`config.mk`:
```
export PLATFORM = sky130hd
export DESIGN_NAME = led_pair_sequencer
export DESIGN_NICKNAME = d
export VERILOG_FILES = /design/src/rtl/led_pair_sequencer_pkg.sv /design/src/rtl/led_pair_sequencer_tick_gen.sv /design/src/rtl/led_pair_sequencer.sv
export SDC_FILE = /design/constraint.sdc
export NUM_CORES = 1
export LEC_CHECK = 0
export ABC_AREA = 1
export CAP_MARGIN = 20
export CORE_ASPECT_RATIO = 0.6
export CORE_MARGIN = 2
export CORE_UTILIZATION = 45
export CTS_BUF_LIST = sky130_fd_sc_hd__clkbuf_8
export CTS_CLUSTER_DIAMETER = 50
export CTS_CLUSTER_SIZE = 28
export DETAILED_ROUTE_END_ITERATION = 10
export PLACE_DENSITY = 0.67
export RECOVER_POWER = 100
export SETUP_SLACK_MARGIN = 0.4
export SLEW_MARGIN = 20
export SYNTH_ARGS = -nofsm -noshare
export SYNTH_HDL_FRONTEND = slang
export SYNTH_SLANG_ARGS = --single-unit
```
`constraint.sdc`:
```
create_clock -name CLK -period 2.17 [get_ports CLK]
set_input_delay 0.434 -clock CLK [delete_from_list [all_inputs] [get_ports CLK]]
set_output_delay 0.434 -clock CLK [all_outputs]
set_load 0.05 [all_outputs]
```
`src/rtl/led_pair_sequencer_pkg.sv`:
```
// rtl/led_pair_sequencer_pkg.sv - shared state, mode and width constants for the LED pair sequencer
package led_pair_sequencer_pkg;

    localparam int DIV_W_DEF = 24;

    localparam logic [0:0] ST_IDLE = 1'b0;
    localparam logic [0:0] ST_RUN  = 1'b1;

    localparam logic [1:0] MD_ROTATE = 2'b00;
    localparam logic [1:0] MD_BOUNCE = 2'b01;
    localparam logic [1:0] MD_ONELAP = 2'b10;

endpackage

```
`src/rtl/led_pair_sequencer_tick_gen.sv`:
```
// rtl/led_pair_sequencer_tick_gen.sv - programmable rate divider producing one-cycle advance ticks
import led_pair_sequencer_pkg::*;

module seq_tick_gen #(
    parameter int               DIV_W   = DIV_W_DEF,
    parameter logic [DIV_W-1:0] DIV_RST = DIV_W'(5000000)
) (
    input  logic             clk,
    input  logic             rst,
    input  logic             en,
    input  logic             clr,
    input  logic             div_ld,
    input  logic [DIV_W-1:0] div_val,
    output logic             tick
);

    logic [DIV_W-1:0] div_q;
    logic [DIV_W-1:0] cnt;
    logic [DIV_W-1:0] last;

    assign last = div_q - DIV_W'(1);

    // A freshly loaded divider or a clear restarts the period, so no tick in those cycles.
    assign tick = en & ~clr & ~div_ld & (cnt == last);

    // Divider register; a zero request is stored as 1 so the period is never empty.
    always_ff @(posedge clk or posedge rst) begin
        if (rst) begin
            div_q <= DIV_RST;
        end else if (div_ld) begin
            div_q <= (div_val == '0) ? DIV_W'(1) : div_val;
        end
    end

    // Prescaler counts 0..div-1 only while enabled and is held at zero otherwise.
    always_ff @(posedge clk or posedge rst) begin
        if (rst) begin
            cnt <= '0;
        end else if (div_ld || clr || !en || (cnt == last)) begin
            cnt <= '0;
        end else begin
            cnt <= cnt + DIV_W'(1);
        end
    end

endmodule

```
`src/rtl/led_pair_sequencer.sv`:
```
// rtl/led_pair_sequencer.sv - run/step sequencer driving the C/B/A select of the LED pair decoder
import led_pair_sequencer_pkg::*;

module led_pair_sequencer #(
    parameter int               DIV_W   = DIV_W_DEF,
    parameter logic [DIV_W-1:0] DIV_RST = DIV_W'(5000000)
) (
    input  logic             CLK,
    input  logic             RST,
    input  logic             START,
    input  logic             STOP,
    input  logic             STEP,
    input  logic             DIR,
    input  logic [1:0]       MODE,
    input  logic             DIV_LD,
    input  logic [DIV_W-1:0] DIV_VAL,
    output logic             C,
    output logic             B,
    output logic             A,
    output logic             BUSY,
    output logic             LAP
);

    logic [0:0] state;
    logic [2:0] index;
    logic       dir_q;
    logic       lap_q;
    logic       start_q;
    logic       stop_q;
    logic       step_q;
    logic [1:0] mode_q;
    logic [2:0] lap_cnt;

    logic       start_req;
    logic       stop_req;
    logic       step_req;
    logic       mode_chg;
    logic       tick;

    logic       adv_dir;
    logic       turn;
    logic [2:0] nxt_idx;
    logic       nxt_dir;

    assign start_req = START & ~start_q;
    assign stop_req  = STOP & ~stop_q;
    assign step_req  = STEP & ~step_q;
    assign mode_chg  = (MODE != mode_q);

    assign {C, B, A} = index;
    assign BUSY      = (state == ST_RUN);
    assign LAP       = lap_q;

    seq_tick_gen #(
        .DIV_W   (DIV_W),
        .DIV_RST (DIV_RST)
    ) u_tick (
        .clk     (CLK),
        .rst     (RST),
        .en      (state == ST_RUN),
        .clr     (stop_req),
        .div_ld  (DIV_LD),
        .div_val (DIV_VAL),
        .tick    (tick)
    );

    // Next index/direction for one advance; a single step in IDLE takes its direction straight from DIR.
    always_comb begin
        adv_dir = (state == ST_RUN) ? dir_q : DIR;
        nxt_idx = adv_dir ? (index - 3'd1) : (index + 3'd1);
        nxt_dir = adv_dir;
        turn    = adv_dir ? (index == 3'd0) : (index == 3'd7);
        if ((MODE == MD_BOUNCE) && turn) begin
            nxt_idx = adv_dir ? 3'd1 : 3'd6;
            nxt_dir = ~adv_dir;
        end
    end

    // Button edge capture, run/idle control, index advance and lap pulse.
    always_ff @(posedge CLK or posedge RST) begin
        if (RST) begin
            state   <= ST_IDLE;
            index   <= 3'd0;
            dir_q   <= 1'b0;
            lap_q   <= 1'b0;
            start_q <= 1'b0;
            stop_q  <= 1'b0;
            step_q  <= 1'b0;
            mode_q  <= MD_ROTATE;
            lap_cnt <= 3'd0;
        end else begin
            start_q <= START;
            stop_q  <= STOP;
            step_q  <= STEP;
            mode_q  <= MODE;
            lap_q   <= 1'b0;
            if (state == ST_IDLE) begin
                if (start_req && !stop_req) begin
                    state   <= ST_RUN;
                    dir_q   <= DIR;
                    lap_cnt <= 3'd0;
                end else if (step_req) begin
                    index <= nxt_idx;
                    dir_q <= nxt_dir;
                end
            end else begin
                if (stop_req) begin
                    state <= ST_IDLE;
                end else if (tick) begin
                    index <= nxt_idx;
                    dir_q <= nxt_dir;
                    if (MODE == MD_ONELAP) begin
                        // A mode switch restarts the lap count, with this advance as the first.
                        lap_cnt <= mode_chg ? 3'd1 : (lap_cnt + 3'd1);
                        if (!mode_chg && (lap_cnt == 3'd7)) begin
                            lap_q <= 1'b1;
                            state <= ST_IDLE;
                        end
                    end else begin
                        lap_cnt <= 3'd0;
                        lap_q   <= turn;
                    end
                end else if (mode_chg) begin
                    lap_cnt <= 3'd0;
                end
            end
        end
    end

endmodule

```
==> results of run 1 <==
==> flip-flops by register name, summed over array words and instances, names as in the netlist <==
signal and count:
BUSY 1, dir_q 1, mode_q 2, lap_cnt 3, u_tick.div_q 24, index 3, stop_q 1, start_q 1
LAP 1, u_tick.cnt 24, step_q 1
==> synth_stat cells, drive strengths merged <==
| library cell | number |
|---|---|
| fa | 1 |
| a22oi | 1 |
| inv | 88 |
| dfrtp | 54 |
| nor4b | 1 |
| nand4 | 18 |
| dfstp | 8 |
| nor4 | 7 |
| nor3 | 11 |
| nor2 | 103 |
| nor3b | 1 |
| xor2 | 21 |
| nand3b | 5 |
| ha | 4 |
| o21ai | 27 |
| a21oi | 2 |
| nand2 | 197 |
| and2 | 1 |
| clkbuf | 4 |
| buf | 5 |
| nand3 | 49 |
| a31oi | 2 |
| or2 | 4 |
| xnor2 | 13 |
==> worst max-delay path: stages, from the launching register on <==
cell and delay, ps:
dfrtp_1 400, inv_2 130, ha_4 170, nand3_4 130, nor2_4 240, buf_6 140, nand4_1 80, nand2_1 90
nand2_1 60, inv_1 60, nand2_2 60, nor2_4 180, nand3_4 120, nand2_4 130, nand2_4 70, nand2_2 50
nand2_1 40
==> cell type report <==
cell class,count,share of cell area (%)
tap,130,2.95
timing repair buffer,78,12.4
multi-input combinational,469,46.6
inverter,88,6.05
clock inverter,5,0.907
sequential,62,28.3
clock buffer,11,2.74
==> routing by layer <==
| layer | vias to the layer above | part of all wire (%) |
|---|---|---|
| met5 | - | 0 |
| met4 | 0 | 0.87 |
| met3 | 14 | 7.3 |
| met2 | 117 | 40 |
| met1 | 2010 | 52 |
| li1 | 2123 | - |
==> power by group through the flow <==
stage	Combinational, mW	Clock, mW	Sequential (mW)
after global routing	1.16	1.13	1.38
final	1.04	1.05	1.37
after floorplan	0.548	0	1.46
after CTS	1.01	1.08	1.36
after detailed placement	0.999	0	1.38
after global placement	0.980	0	1.38
==> repair_timing <==
item / 4_1_cts / 5_1_grt
cloned: 1 / 0
setup endpoints to repair: 38 / 37
hold buffers: 0 / 0
pin swaps: 6 / 11
setup buffers: 4 / 3
gates resized for setup: 31 / 27
==> stage by stage <==
stage                     area [um2]  util (%)
after detailed placement        5120      55.3
after CTS                       5440      58.8
after floorplan                 4350         -
after global routing            5520      59.6
final                           5520      59.6
after global placement          5120      55.3
==> worst paths after layout <==
kind | from | endpoint | slack, ps | depth (start not counted)
min in group asynchronous | RST | u_tick.cnt[17] | 1030 | 3
hold / removal | dir_q | dir_q | 480 | 2
max in group asynchronous | RST | BUSY | 230 | 3
hold reg to reg | dir_q | dir_q | 480 | 2
setup / recovery | u_tick.div_q[0] | index[2] | -90 | 16
setup reg to reg | u_tick.div_q[0] | index[2] | -90 | 16
==> cells by family (layout without fill, tap and decap cells) <==
logic type                 Yosys count  in the layout
DFF                                 62             62
adders and majority gates            5              5
AOI/OAI and AO/OA                   32             32
and+or+nand+nor                    397            398
buffers and inverters               97            182
xor gates and xnor gates            34             34
==> out/results.txt, run 1 <==
The classification of the worst setup path is register to register. The area of the mapped netlist was 0.00434 mm2; the number of max-cap violations was 0. The number of global-route vias before repair was 4095; the antenna violation net count after detailed routing was 0.

The logs give 27 for the placement row count and 20.5 mm for the wire length of the first global-routing pass. Combinational share of power: 29.9%. STA puts the critical path data required time at 2420 ps. The tools report the net switching component of the power as 1.24 mW.

Cell internal power was estimated by the tool at 2.22 mW. Summed over all nets, the half-perimeter wirelength after detailed placement is 9.61 mm. In the final layout, flip-flops and latches occupy 0.00156 mm2. Placement-stage worst setup slack: -75.6 ps. The area added between synthesis and finish is 27.3%. The tools report the leftover overflow at the end of global routing as 0.

The synthesized netlist devotes 3.89% of its cell area to compound gates. The initial core utilization was 46.9%; the synthesis warning total was 0. The tools report the max-slew violation count as 0. In this run the horizontal extent of the chip is 131 um. The worst hold path belongs to the class register to register. The tools report the startpoint class of the critical path as a register. The run gives 0.00257 mm2 as the area taken by multi-input logic gates. The smallest setup slack after layout was -92.8 ps. The part of the cycle the worst path needs is 104%, and the count of TritonRoute iterations in the first routing pass is 5. No sink is reached through more buffers than the 2 on the longest clock path.

Across the VDD grid, the largest voltage drop is 0.313 mV. The final reports fail on setup timing. The core outline area came out at 0.00926 mm2. On the final layout, the worst clock skew is 9.23 ps.

Cell accounting for the most synthesized area: dfrtp_1. The routed via count divided by cell count was 5.06; the routed length per instance was 14.8 um. Routability-driven placement finished with a final weighted congestion of 0.927. The post-synthesis xor/xnor area fraction is 6.87%. The clock network burns 30.4% of the power. The standby leakage power is 2.62 nW.

The tools report the fraction of met3 tracks used by global routing as 6.57%. The cell count after synthesis is 627, and the number of DRC markers in iteration 0 is 289. The initial antenna violation count is 0. Leaving out fill and tap cells, the most frequent cell in the layout is nand2_1. In this run the worst path has a maximum fanout of 7. The tools report the kind of end point of the critical path as a register.

For the worst-skew pair, the clock arrives at the later sink with an insertion delay of 360 ps. Mean instance size in the synthesized netlist: 6.92 um2. The shortest period the worst path allows is 2260 ps.

The floorplan step defined a die boundary enclosing 0.0105 mm2. Once placement completed, the tool counted placed cells totaling 819. The library cells used most frequently in the layout, excluding fill and tap cells, are nand2_1, inv_1, nor2_1.

Summing the sequential cell areas from Yosys gives 36.0% of the chip area. The logs give 35 for the count of different cell masters after synthesis and 3.46 mW for the total power after layout. The synthesized netlist net count is 665. For the relative slew slack, the log shows 5.69%. For this block, the via count after detailed routing is 4264.

Hold timing on the final database bottoms out at a slack of 477 ps. The data arrival at the endpoint of the critical path came out at 2520 ps. The routed wire length is 12.5 mm. The adder and majority gate portion of the synthesized area came out at 1.62%. The logs give -1440 ps for the total negative slack for setup checks and 0 for the number of remaining DRC errors. The proportion of total power due to net switching is 35.8%. The count of buffers added on input and output ports is 37.

Setup repair after global routing could not meet its margin everywhere. After synthesis the netlist holds a flip-flop and latch count of 62. The number of antenna diodes in the final layout is 0.

The count of cells in the finished layout, fillers not included, comes to 843. The maximum number of pins on one net before global-route repair came out at 63. Clock-pin slew was measured on the worst setup and hold paths at 70 ps.

Sorting the synthesized cells by area gives the leading types as dfrtp_1, nand2_1, inv_1. Sink count of the clock tree: 62. At the pin with the least slew margin, the transition time is 1410 ps. After synthesis, the largest family of logic cells by area is simple AND/OR/NAND/NOR gates. The final layout contains 746 nets. In this run, CTS created clock tree buffers numbering 9. In the final layout, the share of cells above drive strength 1 is 21.6%. The count of final hold-check violations came out at 0. For the total track usage, the log shows 26.1%. The power per cell area is 627 mW/mm2, and the met1 routing resource usage after global routing is 40.2%. TritonCTS built the clock tree. The vertical die dimension is 80.0 um. For this design the top-level I/O count stands at 38. The run gives 35.7% as the global routing met2 resource utilization. The run finished, with violations left. The synthesized netlist devotes 42.6% of its cell area to simple gates. The tools report the cell at the root of the clock tree as clkbuf_8. Per report_power, the sequential group accounts for 39.6% of the total. met1 is the most crowded layer. The run gives 3 as the number of levels the H-tree was split into. Setup violations remaining at the end of the flow were counted as 32. After synthesis, the share of cell area in mux cells is 0%. The share of synthesized area in the top cell type comes to 31.2%. Static timing analysis puts the maximum clock frequency at 442 MHz. Filler cell count: 898.
(Power assumes the default switching activity.)
==> run 2, diff against run 1 <==
- CORE_MARGIN: 2 -> not set
- SETUP_SLACK_MARGIN: 0.4 -> 0.1
==> run 2 against run 1 <==
  * Critical path type unchanged
  * Via count fell by 1.3%
  * Clock skew rose by 0.74 ps
  * The run ends with capacitance limit, slew limit left
  * Final cell count fell by 1.4%
==> out/results.txt, run 2 (synthesized netlist as in run 1, its figures left out) <==
The run finished, with violations left. The final reports fail on capacitance limit, slew limit. The largest registers in the layout are u_tick.cnt x24, u_tick.div_q x24. The floorplan has 27 rows.

Destination of the worst hold path: lap_cnt[2]. The logs give 808 um for the met3 routed wirelength and 6.42 mm for the sum of routed wire segments on met1. The number of levels the H-tree was split into is 3. Setup repair after global routing could not meet its margin everywhere. The maximum achievable frequency is 465 MHz, and the routed length per instance is 14.4 um. The maximum number of pins on one net before global-route repair came out at 63. Among the stages of the critical path, the cell type that occurs most often is nand2_1.

The largest individual stage delay along the critical path comes from the cell dfrtp_1. The tools report the startpoint of the most critical hold path as lap_cnt[2]. The classification of the worst setup path was register to register. Max-slew violation count: 63. The kind of end point of the critical path was a register. Summed over all failing endpoints, the final setup total negative slack is 0 ps.

In this run the static leakage power is 2.55 nW. The filler cell count is 910, and the leftover overflow at the end of global routing is 0. The tools report the routed wire length as 11.9 mm. The final critical path takes up 99.1% of the cycle.

Number of max-cap violations: 1. Setup violations remaining at the end of the flow were counted as 0. The worst register-to-register path begins at u_tick.div_q[5]. The worst hold path stage count was 2. Clock-pin slew was measured on the worst setup and hold paths at 70 ps.

The total track usage came out at 25.6%. The vertical die dimension was 78.0 um. During I/O placement, the number of pins put on the boundary was 38. The worst ir drop on vdd was 0.351 mV; the placement-stage worst setup slack was -90.1 ps. The path class of the tightest hold or removal check is register to register. Summing all multi-input logic gate instances after layout gives 0.00247 mm2. After detailed routing, the number of vias per cell comes to 5.06. In this run the worst path has a maximum fanout of 8. The number of cells on the worst reg-to-reg path is 14. For this run, the post-layout net count is 734. The number of DRC markers in iteration 0 is 274, and the power per cell area is 645 mW/mm2. The total power after layout was 3.45 mW; the area of the die was 0.0100 mm2.

The count of buffers added on input and output ports is 37. The run gives 2410 ps as the worst endpoint required time. Setup slack closes at 19.0 ps. The run gives 5 as the count of TritonRoute iterations in the first routing pass.

The area occupied by registers came out at 0.00156 mm2. Routed signal wires occupy layers up through met4. Clock skew on the completed layout was measured at 9.97 ps. Most common cell after layout, fill and taps aside: nand2_1.

Setup slack on the worst reg-to-reg path comes out at 20 ps. The repair_antennas step left the layout with diodes totalling 0. The placer's final routability congestion estimate is 0.959, and the sink count of the clock tree is 62. The clock passes through at most 2 buffers. The run gives 350 ps as the clock network latency to the later pin of the worst-skew pair. For the worst setup path, the data arrival time is 2390 ps. The met2 layer wire length in the routed design is 4.63 mm, and the count of final hold-check violations is 0. The tools report the number of buffers added by the clock tree synthesis step as 9. The hold-fix buffer count after cts was 0. From synthesis to final layout, the design area changed by 23.2%. TritonCTS built the clock tree. In this run the tightest slew margin relative to its limit is -4.55%.

The number of remaining DRC errors is 0, and the initial antenna violation count is 0. The antenna violation net count after detailed routing came out at 0. The tools report the non-filler instance count after layout as 831. For the core outline area, the log shows 0.00926 mm2. In this run the critical register-to-register path is captured at lap_cnt[0].

The cell at the root of the clock tree is clkbuf_8. The transition time at the pin with the least slew margin is 1570 ps. Walking the worst path, the cells encountered are nor2_1 -> inv_1 -> nor2_4 -> nand3_1 -> nand2_2 -> nand2_1 -> nor2_1 -> nand3_1 -> nor2_2 -> nand3_2 -> nand2_1 -> nand2_2 -> nand2_1 -> nand2_1.

Number of global-route vias before repair: 3858. STA classifies the critical path startpoint as a register. Total vias in the final route: 4207. The post-detailed-placement half-perimeter wirelength was 9.28 mm.

The die is 129 um wide. The peak per-stage delay on the critical path works out to 450 ps. The share of cells above drive strength 1 came out at 17.5%. The top cell types in the final layout, fill and taps aside, are nand2_1, inv_1, nor2_1.

Including well taps, the total number of placed cells is 810. Shortest period the worst path allows: 2150 ps. For the wire length of the first global-routing pass, the log shows 19.3 mm. The initial utilization of the core area, before any placement, comes to 46.9%.
run 2: what timing repair did:
item                       4_1_cts  5_1_grt
pin swaps                        9        3
setup buffers                    3        1
setup endpoints to repair       34       35
resized for setup               13       12
gates cloned                     0        1
run 2: final cells by class:
type | instances | share of cell area (%)
timing repair buffer | 66 | 11.4
tap | 130 | 3.04
clock inverter | 4 | 0.867
multi-input combinational | 469 | 46.2
inverter | 88 | 6.18
clock buffer | 12 | 3.09
sequential | 62 | 29.3
run 2: worst max path at each step:
stage                                from         end  slack [ps]  depth (start not counted)
after floorplan                       RST        BUSY          70                          1
after global placement                DIR    index[2]         -40                         10
after detailed placement              DIR    index[2]         -90                         10
after CTS                 u_tick.div_q[1]  lap_cnt[0]          50                         15
after global routing      u_tick.div_q[1]       dir_q        -150                         16
final                     u_tick.div_q[5]  lap_cnt[0]          20                         14
run 2: stage by stage:
stage | instance area, um2 | util, % | hold slack [ps]
6_report | 5340 | 57.7 | 485
5_1_grt | 5340 | 57.7 | 503
4_1_cts | 5320 | 57.5 | 466
3_5_place_dp | 5050 | 54.5 | 475
3_3_place_gp | 5050 | 54.5 | 457
2_1_floorplan | 4340 | - | 441
run 2: worst max-delay path, delay by kind of cell, from the launching register on:
| kind | cells | cell delay, ps |
|---|---|---|
| buffers and inverters | 1 | 110 |
| and+or+nand+nor | 13 | 1480 |
| DFF | 1 | 450 |
run 2: report_power, final:
| group | total [mW] | internal (mW) | leakage (nW) | switching [mW] |
|---|---|---|---|---|
| Sequential | 1.37 | 1.26 | 0.787 | 0.112 |
| Combinational | 0.996 | 0.362 | 1.66 | 0.634 |
| Clock | 1.08 | 0.618 | 0.110 | 0.466 |
| Total | 3.45 | 2.24 | 2.55 | 1.21 |
run 2: metal layers:
metal  vias up  track usage (%)
li1       2101                -
met1      1986             40.3
met2       110             34.4
met3        10             5.93
met4         0             6.12
met5         -                0
